## config.mk

```make
export PLATFORM = sky130hd
export DESIGN_NAME = motor_frame_ctrl_flat
export DESIGN_NICKNAME = d
export VERILOG_FILES = /design/src/rtl/motor_frame_ctrl_if.sv /design/src/rtl/motor_frame_ctrl.sv /design/src/flat_wrapper.sv
export SDC_FILE = /design/constraint.sdc
export NUM_CORES = 1
export LEC_CHECK = 0
export CORE_MARGIN = 10
export CORE_UTILIZATION = 29
export CTS_CLUSTER_DIAMETER = 80
export DETAILED_ROUTE_END_ITERATION = 10
export PLACE_DENSITY = 0.48
export SETUP_SLACK_MARGIN = 0.05
export SYNTH_ARGS = -nofsm -noshare
export SYNTH_HDL_FRONTEND = slang
export SYNTH_SLANG_ARGS = --single-unit
```

## constraint.sdc

```tcl
create_clock -name clk -period 10.1 [get_ports clk]
set_clock_uncertainty 0.15 [all_clocks]
set_input_delay 3.03 -clock clk [delete_from_list [all_inputs] [get_ports clk]]
set_output_delay 3.03 -clock clk [all_outputs]
set_load 0.02 [all_outputs]
```

## src/rtl/motor_frame_ctrl_if.sv

```systemverilog
// Byte-receiver and motor-driver signal bundle for motor_frame_ctrl.
// The master modport is the controller side and the slave modport is the environment side.
interface motor_frame_ctrl_if;
  logic [7:0]  byte_in;
  logic        in_byte_tick;
  logic [2:0]  m_busy;
  logic [15:0] m_pos;
  logic [2:0]  m_load;
  logic        frame_done;
  logic        frame_err;
  logic        overrun;
  logic        dispatch_busy;

  modport master (
    input  byte_in, in_byte_tick, m_busy,
    output m_pos, m_load, frame_done, frame_err, overrun, dispatch_busy
  );

  modport slave (
    output byte_in, in_byte_tick, m_busy,
    input  m_pos, m_load, frame_done, frame_err, overrun, dispatch_busy
  );
endinterface

```

## src/rtl/motor_frame_ctrl.sv

```systemverilog
// Frames SOF/6-byte/EOF position packets from a UART byte stream and dispatches them to three motors.
// Define FRAME_CHECKSUM_EN to require an XOR checksum byte between the data bytes and EOF.
module motor_frame_ctrl #(
  parameter logic [7:0]  SOF_BYTE       = 8'hFD,
  parameter logic [7:0]  EOF_BYTE       = 8'hFE,
  parameter int unsigned TIMEOUT_CYCLES = 20000,
  parameter int unsigned TO_W           = 16
) (
  input  logic               clk,
  input  logic               rst,
  motor_frame_ctrl_if.master bus
);

  typedef enum logic [1:0] {
    RX_IDLE,
    RX_DATA,
`ifdef FRAME_CHECKSUM_EN
    RX_CHK,
`endif
    RX_EOF
  } rx_state_t;

  typedef enum logic {
    D_IDLE,
    D_ISSUE
  } disp_state_t;

  rx_state_t   r_rx_state, w_rx_next;
  disp_state_t r_d_state, w_d_next;

  logic [2:0]      r_byte_cnt;
  logic [7:0]      r_rx_data [6];
  logic [TO_W-1:0] r_to_cnt;
  logic [15:0]     r_pend_pos [3];
  logic [15:0]     r_act_pos [3];
  logic            r_pending;
  logic [1:0]      r_idx;
  logic [15:0]     r_pos;
  logic            r_frame_done;
  logic            r_frame_err;
  logic            r_overrun;
`ifdef FRAME_CHECKSUM_EN
  logic [7:0]      r_chk;
`endif

  logic       w_tick;
  logic [7:0] w_byte;
  logic       w_timeout;
  logic       w_commit;
  logic       w_bad;
  logic       w_take;
  logic       w_issue;

  assign w_tick    = bus.in_byte_tick;
  assign w_byte    = bus.byte_in;
  // A byte arriving in the same cycle as the limit restarts the window instead of timing out.
  assign w_timeout = (r_rx_state != RX_IDLE) && !w_tick && (r_to_cnt == TO_W'(TIMEOUT_CYCLES));
  assign w_take    = (r_d_state == D_IDLE) && r_pending;
  assign w_issue   = (r_d_state == D_ISSUE) && !bus.m_busy[r_idx];

  // ---------------- receive FSM ----------------
  always_ff @(posedge clk or posedge rst) begin
    if (rst) r_rx_state <= RX_IDLE;
    else     r_rx_state <= w_rx_next;
  end

  always_comb begin
    // NOTE: every signal driven here gets a default first, so no path can infer a latch.
    w_rx_next = r_rx_state;
    w_commit  = 1'b0;
    w_bad     = 1'b0;
    if (w_timeout) begin
      w_rx_next = RX_IDLE;
    end else if (w_tick) begin
      case (r_rx_state)
        RX_IDLE: if (w_byte == SOF_BYTE) w_rx_next = RX_DATA;
        RX_DATA: begin
          if (r_byte_cnt == 3'd5) begin
`ifdef FRAME_CHECKSUM_EN
            w_rx_next = RX_CHK;
`else
            w_rx_next = RX_EOF;
`endif
          end
        end
`ifdef FRAME_CHECKSUM_EN
        RX_CHK: begin
          if (w_byte == r_chk) begin
            w_rx_next = RX_EOF;
          end else begin
            w_bad     = 1'b1;
            w_rx_next = RX_IDLE;
          end
        end
`endif
        RX_EOF: begin
          if (w_byte == EOF_BYTE) w_commit = 1'b1;
          else                    w_bad    = 1'b1;
          w_rx_next = RX_IDLE;
        end
        default: w_rx_next = RX_IDLE;
      endcase
    end
  end

  // ---------------- receive datapath and pending buffer ----------------
  always_ff @(posedge clk or posedge rst) begin
    if (rst) begin
      // NOTE: the frame buffers are small register arrays, so they take the async reset like any other state.
      r_byte_cnt   <= '0;
      r_to_cnt     <= '0;
      r_pending    <= 1'b0;
      r_frame_done <= 1'b0;
      r_frame_err  <= 1'b0;
      r_overrun    <= 1'b0;
      for (int i = 0; i < 6; i++) r_rx_data[i] <= '0;
      for (int i = 0; i < 3; i++) r_pend_pos[i] <= '0;
`ifdef FRAME_CHECKSUM_EN
      r_chk        <= '0;
`endif
    end else begin
      // NOTE: non-blocking updates keep every register reading the pre-edge values of the others.
      r_frame_done <= w_commit;
      r_frame_err  <= w_bad | w_timeout;
      // The dispatcher taking the old frame in the same cycle means nothing is lost.
      r_overrun    <= w_commit & r_pending & ~w_take;

      if (w_tick || r_rx_state == RX_IDLE) r_to_cnt <= '0;
      else                                 r_to_cnt <= r_to_cnt + 1'b1;

      if (w_tick && r_rx_state == RX_IDLE) begin
        r_byte_cnt <= '0;
`ifdef FRAME_CHECKSUM_EN
        r_chk      <= '0;
`endif
      end

      if (w_tick && !w_timeout && r_rx_state == RX_DATA) begin
        r_rx_data[r_byte_cnt] <= w_byte;
        r_byte_cnt            <= r_byte_cnt + 3'd1;
`ifdef FRAME_CHECKSUM_EN
        r_chk                 <= r_chk ^ w_byte;
`endif
      end

      if (w_commit) begin
        r_pend_pos[0] <= {r_rx_data[1], r_rx_data[0]};
        r_pend_pos[1] <= {r_rx_data[3], r_rx_data[2]};
        r_pend_pos[2] <= {r_rx_data[5], r_rx_data[4]};
      end

      if (w_commit)    r_pending <= 1'b1;
      else if (w_take) r_pending <= 1'b0;
    end
  end

  // ---------------- dispatch FSM ----------------
  always_ff @(posedge clk or posedge rst) begin
    if (rst) r_d_state <= D_IDLE;
    else     r_d_state <= w_d_next;
  end

  always_comb begin
    w_d_next = r_d_state;
    case (r_d_state)
      D_IDLE:  if (r_pending) w_d_next = D_ISSUE;
      D_ISSUE: if (w_issue && r_idx == 2'd2) w_d_next = D_IDLE;
      default: w_d_next = D_IDLE;
    endcase
  end

  always_ff @(posedge clk or posedge rst) begin
    if (rst) begin
      r_idx <= '0;
      r_pos <= '0;
      for (int i = 0; i < 3; i++) r_act_pos[i] <= '0;
    end else begin
      if (w_take) begin
        r_idx <= '0;
        for (int i = 0; i < 3; i++) r_act_pos[i] <= r_pend_pos[i];
      end
      if (w_issue) begin
        r_idx <= r_idx + 2'd1;
        r_pos <= r_act_pos[r_idx];
      end
    end
  end

  // The load strobe follows busy combinationally so a free motor is loaded in the cycle it is reached.
  assign bus.m_load        = w_issue ? (3'b001 << r_idx) : 3'b000;
  assign bus.m_pos         = w_issue ? r_act_pos[r_idx] : r_pos;
  assign bus.frame_done    = r_frame_done;
  assign bus.frame_err     = r_frame_err;
  assign bus.overrun       = r_overrun;
  assign bus.dispatch_busy = (r_d_state != D_IDLE);

endmodule

```

## src/flat_wrapper.sv

```systemverilog
// flat-port wrapper written by rule: the top's interface ports become plain ports
module motor_frame_ctrl_flat 
#(
  parameter logic [7:0]  SOF_BYTE       = 8'hFD,
  parameter logic [7:0]  EOF_BYTE       = 8'hFE,
  parameter int unsigned TIMEOUT_CYCLES = 20000,
  parameter int unsigned TO_W           = 16
)
  (clk, rst, bus_byte_in, bus_in_byte_tick, bus_m_busy, bus_m_pos, bus_m_load, bus_frame_done, bus_frame_err, bus_overrun, bus_dispatch_busy);
  motor_frame_ctrl_if bus_i ();
  input  logic clk;
  input  logic rst;
  input wire logic [$bits(bus_i.byte_in)-1:0] bus_byte_in;
  input wire logic [$bits(bus_i.in_byte_tick)-1:0] bus_in_byte_tick;
  input wire logic [$bits(bus_i.m_busy)-1:0] bus_m_busy;
  output wire logic [$bits(bus_i.m_pos)-1:0] bus_m_pos;
  output wire logic [$bits(bus_i.m_load)-1:0] bus_m_load;
  output wire logic [$bits(bus_i.frame_done)-1:0] bus_frame_done;
  output wire logic [$bits(bus_i.frame_err)-1:0] bus_frame_err;
  output wire logic [$bits(bus_i.overrun)-1:0] bus_overrun;
  output wire logic [$bits(bus_i.dispatch_busy)-1:0] bus_dispatch_busy;
  assign bus_i.byte_in = bus_byte_in;
  assign bus_i.in_byte_tick = bus_in_byte_tick;
  assign bus_i.m_busy = bus_m_busy;
  assign bus_m_pos = bus_i.m_pos;
  assign bus_m_load = bus_i.m_load;
  assign bus_frame_done = bus_i.frame_done;
  assign bus_frame_err = bus_i.frame_err;
  assign bus_overrun = bus_i.overrun;
  assign bus_dispatch_busy = bus_i.dispatch_busy;
  motor_frame_ctrl #(.SOF_BYTE(SOF_BYTE), .EOF_BYTE(EOF_BYTE), .TIMEOUT_CYCLES(TIMEOUT_CYCLES), .TO_W(TO_W)) u_core (.clk(clk), .rst(rst), .bus(bus_i));
endmodule
```

==> flow_metrics.env <==
export IMPL_status="complete, no violations"
export IMPL_synthCells=578
export IMPL_synth_most_common_cell="dfrtp_1"
export IMPL_leakagePower_nw=4.33
export IMPL_synth_commonest_cells="188 x dfrtp_1, 128 x mux2_2, 37 x nor2_1"
export IMPL_io_buffers=36
export IMPL_clock_sinks=188
export IMPL_syn_area_per_cell_um2=13.6
export IMPL_routed_wl_mm=16.0
export IMPL_grt_max_degree=117
export IMPL_slowest_stage="clkdlybuf4s50_1"
export IMPL_via_per_inst=4.63
export IMPL_arrival_ps=5440
export IMPL_synth_top_area_cell="dfrtp_1"
export IMPL_cap_violations=0
export IMPL_vias=4462
export IMPL_pin_count=37
export IMPL_rows=60
export IMPL_area_delta_synth_final_pct=15.7
export IMPL_fill_cells=2628
export IMPL_track_usage_pct=9.97
export IMPL_multi_input_area_um2=2930
export IMPL_slew_viol_final=0
export IMPL_ctsResizeCount=0
export IMPL_swShare_pct=27.6
export IMPL_hold_violations=0
export IMPL_die_h_um=185
export IMPL_first_global_vias=4786
export IMPL_rsz0062_at_grt="no"
export IMPL_busiest_layer="met2"
export IMPL_antenna_found_initial=0
export IMPL_synth_edf_count=0
export IMPL_synth_warnings=0
export IMPL_peakVddDrop_mv=0.107
export IMPL_cts_setup_buffers=0
export IMPL_ys_async_sr_fraction_pct=100
export IMPL_worstMarginPinSlew_ps=1020
export IMPL_ys_seq_elements=188
export IMPL_clockRootBuffer="clkbuf_16"
export IMPL_grt_pass1_wl_mm=26.5
export IMPL_yosysTopAreaCellShare_pct=59.9
export IMPL_final_core_util_pct=33.9
export IMPL_dp_hpwl_mm=9.73
export IMPL_cts_clk_slew_worst_paths_ps=70
export IMPL_routabilityCongestion=0.702
export IMPL_setup_viol=0
export IMPL_max_freq_mhz=116
export IMPL_syn_nets=599
export IMPL_final_seq_area_um2=4700
export IMPL_fin_crit_sh_pct=85.3
export IMPL_internal_power_w=0.00113
export IMPL_grt_use_met1_pct=13.0
export IMPL_design_die_area_um2=34100
export IMPL_hold_path_class="flip-flop to flip-flop"
export IMPL_overflow=0
export IMPL_setup_tns_final_ps=0
export IMPL_drive_gt1_share_pct=31.1
export IMPL_use_met2_pct=15.7
export IMPL_cp_max_fo=28
export IMPL_coreArea_um2=26800
export IMPL_gr_usage_met3_pct=2.70
export IMPL_die_x_um=185
export IMPL_hold_buffers=0
export IMPL_p_per_area_nw_per_um2=172
export IMPL_criticalPathCategory="primary input to output pin"
export IMPL_clock_path_buffers=2
export IMPL_clock_latency_ps=430
export IMPL_synthFlopType="dfrtp_1"
export IMPL_start_kind="primary input"
export IMPL_p_clk_share_pct=41.1
export IMPL_slew_headroom_pct=32.1
export IMPL_ys_types=43
export IMPL_required_ps=6920
export IMPL_drt_iter0_markers=231
export IMPL_p_seq_share_pct=50.1
export IMPL_h_tree_depth=4
export IMPL_drcViolationCount=0
export IMPL_fin_crit_ps=8620
export IMPL_crit_chain="clkdlybuf4s50_1 > nand2_1 > o221ai_2 > buf_4 > nand2_1 > o21ai_0 > clkdlybuf4s50_1"
export IMPL_p_sw_w=0.000430
export IMPL_netlist_area_um2=7850
export IMPL_cts_tree="done"
export IMPL_antenna_left=0
export IMPL_wire_per_inst_um=16.5
export IMPL_antenna_cells=0
export IMPL_combPwrFrac_pct=8.8
export IMPL_slowest_delay_ps=680
export IMPL_cts_buffers=17
export IMPL_netlist_top_cells_area="dfrtp_1 60%, mux2_2 18%, mux2_4 3.1%"
export IMPL_start_util_pct=29.3
export IMPL_endpoint_kind="output pin"
export IMPL_firstDrtPassIters=4
export IMPL_nets=631
export IMPL_ys_seq_area_share_pct=59.9
[worst max-delay path: cells and delay by family]
kind | cells | cell delay [ps]
AO/OA/AOI/OAI | 2 | 700
buffers and inverters | 3 | 1540
AND/OR/NAND/NOR | 2 | 160
[cells in the final DEF (no fill, tap or decap), types with 4 or more instances in the layout]
| cell type | netlist | layout |
|---|---|---|
| xnor2_1 | 8 | 8 |
| and3_1 | 5 | 5 |
| nand2_1 | 31 | 31 |
| mux2_2 | 128 | 128 |
| a21oi_1 | 19 | 19 |
| dfrtp_1 | 188 | 188 |
| o21ai_0 | 25 | 25 |
| nor2_1 | 37 | 36 |
| nand3_1 | 10 | 10 |
| nor4_1 | 5 | 5 |
| inv_8 | 0 | 5 |
| buf_4 | 6 | 5 |
| inv_1 | 14 | 13 |
| clkdlybuf4s50_1 | 0 | 36 |
| mux2i_1 | 17 | 17 |
| ha_1 | 7 | 7 |
| mux2_4 | 16 | 16 |
| inv_6 | 0 | 4 |
| clkbuf_16 | 0 | 17 |
[area by class of cell]
class / count / share of cell area [%]
Clock inverter: 14 / 1.38
Timing Repair Buffer: 41 / 4.38
Inverter: 15 / 0.702
Multi-Input combinational cell: 347 / 32.2
Tap cell: 341 / 4.70
Sequential cell: 188 / 51.8
Clock buffer: 18 / 4.83
[power groups by stage]
stage | sequential (W) | combinational, W | clock (W)
after CTS | 0.000783 | 0.000143 | 0.000665
after floorplan | 0.000783 | 0.0000934 | 0
after detailed placement | 0.000798 | 0.000143 | 0
after global routing | 0.000784 | 0.000154 | 0.000698
after global placement | 0.000798 | 0.000141 | 0
final | 0.000782 | 0.000137 | 0.000643
[registers in the layout (all words and copies together) (netlist names), 2 cells and up]
| name | count |
|---|---|
| u_core.r_act_pos | 48 |
| u_core.r_pos | 16 |
| u_core.r_rx_state | 2 |
| u_core.r_idx | 2 |
| u_core.r_pend_pos | 48 |
| u_core.r_byte_cnt | 3 |
| u_core.r_to_cnt | 16 |
| u_core.r_rx_data | 48 |
[layer usage]
| metal | wire [um] | vias to the layer above | share of wire [%] |
|---|---|---|---|
| li1 | - | 2090 | - |
| met1 | 7550 | 2310 | 47 |
| met2 | 7610 | 49 | 48 |
| met3 | 607 | 13 | 3.8 |
| met4 | 188 | 0 | 1.2 |
| met5 | 0 | - | 0 |
[path summary, 6_finish.rpt]
check / slack (ps) / to / depth (start not counted) / startpoint
worst max-delay path: 1480 / bus_m_pos[9] / 7 / bus_m_busy[1]
worst min-delay path: 350 / u_core.r_pos[10]$_DFF_PP0_ / 2 / u_core.r_pos[10]$_DFF_PP0_
worst max register to register: 7220 / u_core.r_pos[5]$_DFF_PP0_ / 4 / u_core.r_idx[0]$_DFFE_PP0P_
worst min register to register: 350 / u_core.r_pos[10]$_DFF_PP0_ / 2 / u_core.r_pos[10]$_DFF_PP0_
max in group asynchronous: 5330 / u_core.r_pend_pos[14]$_DFFE_PP0P_ / 3 / rst
min in group asynchronous: 2980 / u_core.r_pend_pos[32]$_DFFE_PP0P_ / 2 / rst
[metrics by stage]
step           setup slack (ps)  total power, W  area [um2]  cells  hold WS (ps)
3_5_place_dp               1430        0.000941        8520    932           336
6_report                   1480         0.00156        9090    964           348
3_3_place_gp               1540        0.000938        8520    932           323
2_1_floorplan              1810        0.000877        7850    578           318
4_1_cts                    1430         0.00159        9090    964           356
5_1_grt                    1260         0.00164        9090    964           360
[cell families after synthesis]
| kind of cell | share of synthesized area (%) |
|---|---|
| flip-flops | 59.9 |
| multiplexers | 23.6 |
| AND/OR/NAND/NOR | 7.73 |
| AO/OA/AOI/OAI | 3.49 |
| buffers and inverters | 2.93 |
| XOR/XNOR | 1.23 |
| adder cells (fa/ha/maj) | 1.12 |
Note: power is estimated with default switching activity, not from simulation.
